[src/rtl/unified_mem_arbiter.sv]
// Arbiter sharing one variable-latency memory port between instruction fetch
// and data access; one access in flight, with a bounded data-priority streak.
module unified_mem_arbiter #(
  parameter int MAX_DSTREAK = 4
) (
  input  logic        clk,
  input  logic        rst,
  input  logic [1:0]  im_command,
  input  logic [31:0] im_addr,
  input  logic        im_flush,
  output logic [31:0] im_rdata,
  output logic        im_valid,
  output logic        im_stall,
  input  logic [1:0]  dm_command,
  input  logic [31:0] dm_addr,
  input  logic [31:0] dm_wdata,
  output logic [31:0] dm_rdata,
  output logic        dm_valid,
  output logic        dm_stall,
  output logic [1:0]  mem_command,
  output logic [31:0] mem_addr,
  output logic [31:0] mem_wdata,
  input  logic        mem_ack,
  input  logic        mem_rvalid,
  input  logic [31:0] mem_rdata,
  output logic        busy
);

  localparam logic [1:0] BUS_NONE  = 2'b00;
  localparam logic [1:0] BUS_LOAD  = 2'b01;
  localparam logic [1:0] BUS_STORE = 2'b10;

  typedef enum logic [1:0] {IDLE, ISSUE, WAIT, RESP} state_t;

  state_t      state_q, state_d;
  logic [1:0]  cmd_q, cmd_d;
  logic [31:0] addr_q, addr_d;
  logic [31:0] wdata_q, wdata_d;
  logic [31:0] im_rdata_q, im_rdata_d;
  logic [31:0] dm_rdata_q, dm_rdata_d;
  logic        src_dm_q, src_dm_d;
  logic [3:0]  dstreak_q, dstreak_d;
  logic        flush_q, flush_d;

  logic im_req, dm_req, pick_im;

  assign im_req  = (im_command == BUS_LOAD);
  assign dm_req  = (dm_command == BUS_LOAD) || (dm_command == BUS_STORE);
  // Data normally wins; a full streak hands the port to a waiting fetch.
  assign pick_im = im_req && (!dm_req || (dstreak_q == 4'(MAX_DSTREAK)));

  always_comb begin
    state_d    = state_q;
    cmd_d      = cmd_q;
    addr_d     = addr_q;
    wdata_d    = wdata_q;
    im_rdata_d = im_rdata_q;
    dm_rdata_d = dm_rdata_q;
    src_dm_d   = src_dm_q;
    dstreak_d  = dstreak_q;
    flush_d    = flush_q;

    if (im_flush && !src_dm_q && (state_q == ISSUE || state_q == WAIT))
      flush_d = 1'b1;

    case (state_q)
      IDLE: begin
        if (!im_req)
          dstreak_d = '0;
        if (im_req || dm_req) begin
          state_d = ISSUE;
          if (pick_im) begin
            src_dm_d  = 1'b0;
            cmd_d     = BUS_LOAD;
            addr_d    = im_addr;
            wdata_d   = '0;
            dstreak_d = '0;
          end else begin
            src_dm_d = 1'b1;
            cmd_d    = dm_command;
            addr_d   = dm_addr;
            wdata_d  = dm_wdata;
            if (im_req)
              dstreak_d = dstreak_q + 4'd1;
          end
        end
      end
      ISSUE: begin
        if (mem_ack)
          state_d = (cmd_q == BUS_LOAD) ? WAIT : RESP;
      end
      WAIT: begin
        if (mem_rvalid) begin
          state_d = RESP;
          if (src_dm_q) dm_rdata_d = mem_rdata;
          else          im_rdata_d = mem_rdata;
        end
      end
      RESP: begin
        state_d = IDLE;
        flush_d = 1'b0;
      end
      default: state_d = IDLE;
    endcase
  end

  always_ff @(posedge clk or posedge rst) begin
    if (rst) begin
      state_q    <= IDLE;
      cmd_q      <= BUS_NONE;
      addr_q     <= '0;
      wdata_q    <= '0;
      im_rdata_q <= '0;
      dm_rdata_q <= '0;
      src_dm_q   <= 1'b0;
      dstreak_q  <= '0;
      flush_q    <= 1'b0;
    end else begin
      state_q    <= state_d;
      cmd_q      <= cmd_d;
      addr_q     <= addr_d;
      wdata_q    <= wdata_d;
      im_rdata_q <= im_rdata_d;
      dm_rdata_q <= dm_rdata_d;
      src_dm_q   <= src_dm_d;
      dstreak_q  <= dstreak_d;
      flush_q    <= flush_d;
    end
  end

  assign mem_command = (state_q == ISSUE) ? cmd_q : BUS_NONE;
  assign mem_addr    = addr_q;
  assign mem_wdata   = wdata_q;
  assign im_rdata    = im_rdata_q;
  assign dm_rdata    = dm_rdata_q;
  assign im_valid    = (state_q == RESP) && !src_dm_q && !flush_q;
  assign dm_valid    = (state_q == RESP) && src_dm_q;
  assign im_stall    = im_req && !im_valid;
  assign dm_stall    = dm_req && !dm_valid;
  assign busy        = (state_q != IDLE);

endmodule

[config.mk]
export PLATFORM = sky130hd
export DESIGN_NAME = unified_mem_arbiter
export DESIGN_NICKNAME = d
export VERILOG_FILES = /design/src/rtl/unified_mem_arbiter.sv
export SDC_FILE = /design/constraint.sdc
export NUM_CORES = 1
export LEC_CHECK = 0
export BUFFER_PORTS_ARGS = -buffer_cell sky130_fd_sc_hd__buf_2
export CAP_MARGIN = 30
export CORE_MARGIN = 2
export CORE_UTILIZATION = 50
export CTS_CLUSTER_SIZE = 28
export DETAILED_ROUTE_END_ITERATION = 16
export GPL_ROUTABILITY_DRIVEN = 0
export PLACE_DENSITY = 0.95
export SYNTH_ARGS = -nofsm -noshare
export SYNTH_HDL_FRONTEND = slang
export SYNTH_SLANG_ARGS = --single-unit
[constraint.sdc]
create_clock -name clk -period 5.45 [get_ports clk]
set_input_delay 0 -clock clk [delete_from_list [all_inputs] [get_ports clk]]
set_output_delay 0 -clock clk [all_outputs]
set_load 0.1 [all_outputs]
After elaboration in Yosys (flattened, before gate mapping)
Index checks and enable logic that the tools add are counted.

word-level totals
  RAM bits = 0
  bits in latches = 0
  word-level logic and storage cells = 62
  bits in registers = 138
  bits in read-only memories = 0
  memories = 0

cells by class
  add/subtract/negate cells = 1
  bitwise gates (word level) = 1
  divide/modulo/power cells = 0
  shift operators = 0
  equality and inequality tests = 11
  mux-type cells = 16
  reductions and logical operators = 24
  multipliers = 0
  order comparisons = 0

operator list
  operator                                                                count
  32-bit 2-to-1 mux                                                       2
  4-bit 2-to-1 mux                                                        4
  2-bit 2-to-1 mux                                                        5
  3-bit AND reduction                                                     3
  2-bit by 1-bit equality test with 1-bit output (second input constant)  4
  1-bit logical AND                                                       8
  2-bit one-hot mux with 4 select lines                                   1
  2-bit equality test (second input constant)                             3
  2-bit != test (second input constant)                                   3
  1-bit zero test                                                         5
  4-bit by 1-bit adder with 4-bit output (second input constant)          1
  4-bit by 3-bit equality test with 1-bit output (second input constant)  1
  1-bit logical OR                                                        4
  1-bit 2-to-1 mux                                                        4
  2-bit nonzero test                                                      2
  2-bit zero test                                                         1
  2-bit AND reduction                                                     1
  1-bit inverter                                                          1

Depth between registers and ports, before layout
  depth after elaboration = 7
  depth in mapped cells = 8
  mapped depth without buffers = 6

Least setup slack after synthesis
Ideal clock, no wire load.

  path kind = reg2out
  start = register state_q[0]
  end = output port im_stall
  path slack = 1.278 ns
  required time = 5.450 ns
  path buffers = 0
  stages on the path, launching flop included = 4
  arrival time = 4.172 ns
  cell sequence = dfrtp_1 -> ha_1 -> nor3b_1 -> nor2_1

on the way
  cells in the longest elaborated chain, start to end = 5

RTL lines
  item                             RTL line  RTL
  start: declaration               35        state_t state_q, state_d;
  start signal: assignment         119       state_q <= state_d;
  2-bit equality test              136       assign im_valid = (state_q == RESP) && !src_dm_q && !flush_q;
  1-bit logical AND (2 in series)  136
  net im_valid                     12        output logic im_valid,
  1-bit zero test                  138       assign im_stall = im_req && !im_valid;
  1-bit logical AND                138
  end: declaration                 13        output logic im_stall,

The timed path passes the listed nets, and every way through them passes these cells.

Final worst setup path
  start = register state_q[0]
  end = register addr_q[11] (netlist: mem_addr[11])

on the way
  cells in the longest elaborated chain, start to end = 2

RTL lines
  item                                  RTL line  RTL
  2-bit zero test                       66        case (state_q)
  2-bit AND reduction (no source line)  n/a
  end signal: assignment                121       addr_q <= addr_d;
  end: declaration                      37        logic [31:0] addr_q, addr_d;

No other way between the ends.
A chain may end at the register's enable or synchronous reset.

==> summary.md <==
| Metric | Value |
|---|---|
| Insertion delay to the later sink of the worst-skew pair | 0.52 ns |
| Placed cell area | ~7000 sq um |
| Cells after DPL | around 840 |
| Sequential area share after synthesis | around three fifths |
| Post-synth EDFFs | 0 |
| Hold Path Class | primary input to flop |
| Core area | about 11000 sq um |
| Crit path kind | flop to flop |
| Via count | 5380 |
| Post-synth cell types | 35 |
| WL per Instance | 18.7 um |
| CTS sink cnt | 138 |
| Final WL | around 19 mm |
| Count leader, synth | dfrtp_1 |
| Most frequent cells after synthesis | dfrtp_1 (138), a21oi_1 (65), mux2_2 (65) |
| Post-Synthesis Cells | about 450 |
| Worst-path maximum fanout | 18 |
| Final Hold Viols | 0 |
| Clock Tree Buf Depth | 2 |
| Root Driver | clkbuf_8 |
| Status | finished clean |
| Max Cap Viol | 0 |
| All-Layer GR Usage | a little under a third |
| Remaining DRCs | 0 |
| CTS tree | done |
| F_max | about 0.35 GHz |
| Post-route ant nets | 0 |
| H-Tree Level Count | 4 |
| Syn_area_per_cell | roughly 13 sq um |
| Area contributors post-synth | dfrtp_1 (62%), mux2_2 (13%), a21oi_1 (5.8%) |
| Slew of the pin with the lowest slew margin | 0.962 ns |
| Port Buf Inserts | approximately 270 |
| Die height | about 110 um |
| Area of the multi-input gates | just under 2000 sq um |
| Share of layout cells above drive strength 1 | roughly 44% |
| CTS buffer count | 17 |
| Syn Nets | slightly below 600 |
| Hpwl dp | between 10 and 15 mm |
| Top-area cell type share of the netlist area | between 60% and 70% |
| Fin area | just under 9000 sq um |
| Die width | roughly 110 um |
| Initial core utilization | 51.5% |
| R2R cell count | 8 |
| Worst-path clk slew | 0.06 ns |
| Final Non-Filler Cells | approximately 1000 |
| I/O pin cnt | approximately 270 |
| Vias in the first global route | 5763 |
| Period utilisation layout | 53.2% |
| Via-to-Cell Ratio | 5.37 |
| Initial antenna violation count | 0 |
| Largest net degree at the start of global routing | 80 |
| Yosys Warn Count | 0 |
| Grt total ovfl | 0 |
| Pins Over Slew Limit | 0 |
| Nets@finish | between 900 and 1000 |
| Setup violators final | 0 |
| Die area | about 12000 sq um |
| Worst Clk Skew | slightly above 0.009 ns |
| Unrepaired setup endpoints after global routing | false |
| Post-CTS Resized | 0 |
| First-pass GRT wire length | approximately 28 mm |
| Slew margin rel. | a little over a third |
| Startpoint class of the critical path | flop |
| Hold path depth | 4 |
| Std cell rows | 38 |
| Worst Path Arrival | 3.35 ns |
| Pre-antenna DRT Iters | 7 |
| Commonest register cell after synthesis | dfrtp_1 |
| Setup_tns | 0 ns |
| Mapped Area | 5610 sq um |
| Crit end category | flop |
| Register area | between 3000 and 4000 sq um |
| Fin crit period | just under 3 ns |
| Async SR Flop Fraction | 100% |
| Hold-fix buffers, CTS | ~130 |
| Post-CTS Setup Inserts | 0 |
| Synth area leader | dfrtp_1 |
| Filler Cell Count | around 560 |
| Flops & latches, synth | around 140 |
| Synth-to-layout area growth | 59.2% |
| Detailed Route Iter0 Violations | roughly 320 |
| Crit path required time | around 5.9 ns |
## state kept, by name, summed over array words and instances (netlist names)
| register | count |
|---|---|
| cmd_q | 2 |
| dm_rdata | 32 |
| dstreak_q | 4 |
| flush_q | 1 |
| im_rdata | 32 |
| mem_addr | 32 |
| mem_wdata | 32 |
| src_dm_q | 1 |
| state_q | 2 |
## worst paths after layout
path | from | to | slack [ns]
setup / recovery | state_q[0] | mem_addr[11] | 2.55
hold / removal | im_command[0] | dstreak_q[3] | 0.04
setup reg to reg | state_q[0] | mem_addr[11] | 2.55
hold reg to reg | mem_wdata[25] | mem_wdata[25] | 0.50
max in group asynchronous | rst | im_rdata[3] | 4.06
min in group asynchronous | rst | im_rdata[20] | 0.15
## routing by layer
metal | routed length [um] | track usage [%] | part of all wire, % | vias to the layer above
li1 | - | - | - | 2385
met4 | 838 | 18.3 | 4.5 | 0
met2 | 9930 | 54.6 | 53 | 324
met1 | 6600 | 32.3 | 35 | 2591
met5 | 0 | 0 | 0 | -
met3 | 1380 | 8.95 | 7.3 | 80
## logic make-up (layout without fill, tap and decap cells)
family          after synthesis  count (layout)  share of synthesized area [%]
flops                       138             138                           61.5
compound gates              115             115                           13.4
simple gates                 84              84                           6.40
mux                          65              65                           13.0
buf+inv                      36             451                           3.84
fa+ha+maj                     6               6                           1.34
xor+xnor                      2               2                          0.446
other cells                   0               1                              0
## critical path, cell delays in order, from the launching register on
cell and delay (ns):
dfrtp_1 0.44, inv_1 0.10, ha_1 0.35, inv_1 0.16
a21oi_2 0.57, buf_4 0.36, nor2_1 0.08, a21oi_1 0.18
dlygate4sd3_1 0.59
## placed cells by master, fill, tap and decap left out, drive strengths merged, types with 2 or more instances in the layout
master	n
nor3	2
mux2	65
clkbuf	19
and2	2
o22ai	2
a22o	33
buf	277
nand3	4
clkinvlp	2
clkinv	3
a21oi	67
nor2	37
inv	16
o21ai	4
bufinv	2
a31oi	2
a21o	3
ha	6
dfrtp	138
nand2	34
dlygate4sd3	132
## final cells by class
cell class	instances	area share [%]
Antenna cell	1	0.0280
Clock buffer	19	4.83
Multi-Input combinational cell	272	21.7
Inverter	10	0.476
Tap cell	140	1.96
Clock inverter	13	1.75
Timing Repair Buffer	409	30.6
Sequential cell	138	38.7
## metrics by stage
stage	worst slack, ns	hold slack (ns)	util (%)
after floorplan	1.28	0.0948	-
after global placement	3.33	0.158	64.4
after detailed placement	3.23	0.179	64.4
after CTS	2.70	0.0135	81.9
after global routing	2.45	0.0753	82.0
final	2.55	0.0387	82.1
Power is left out: the tool's default activity adds up to more than one toggle a clock period on the data nets, which glitch-free logic cannot reach.
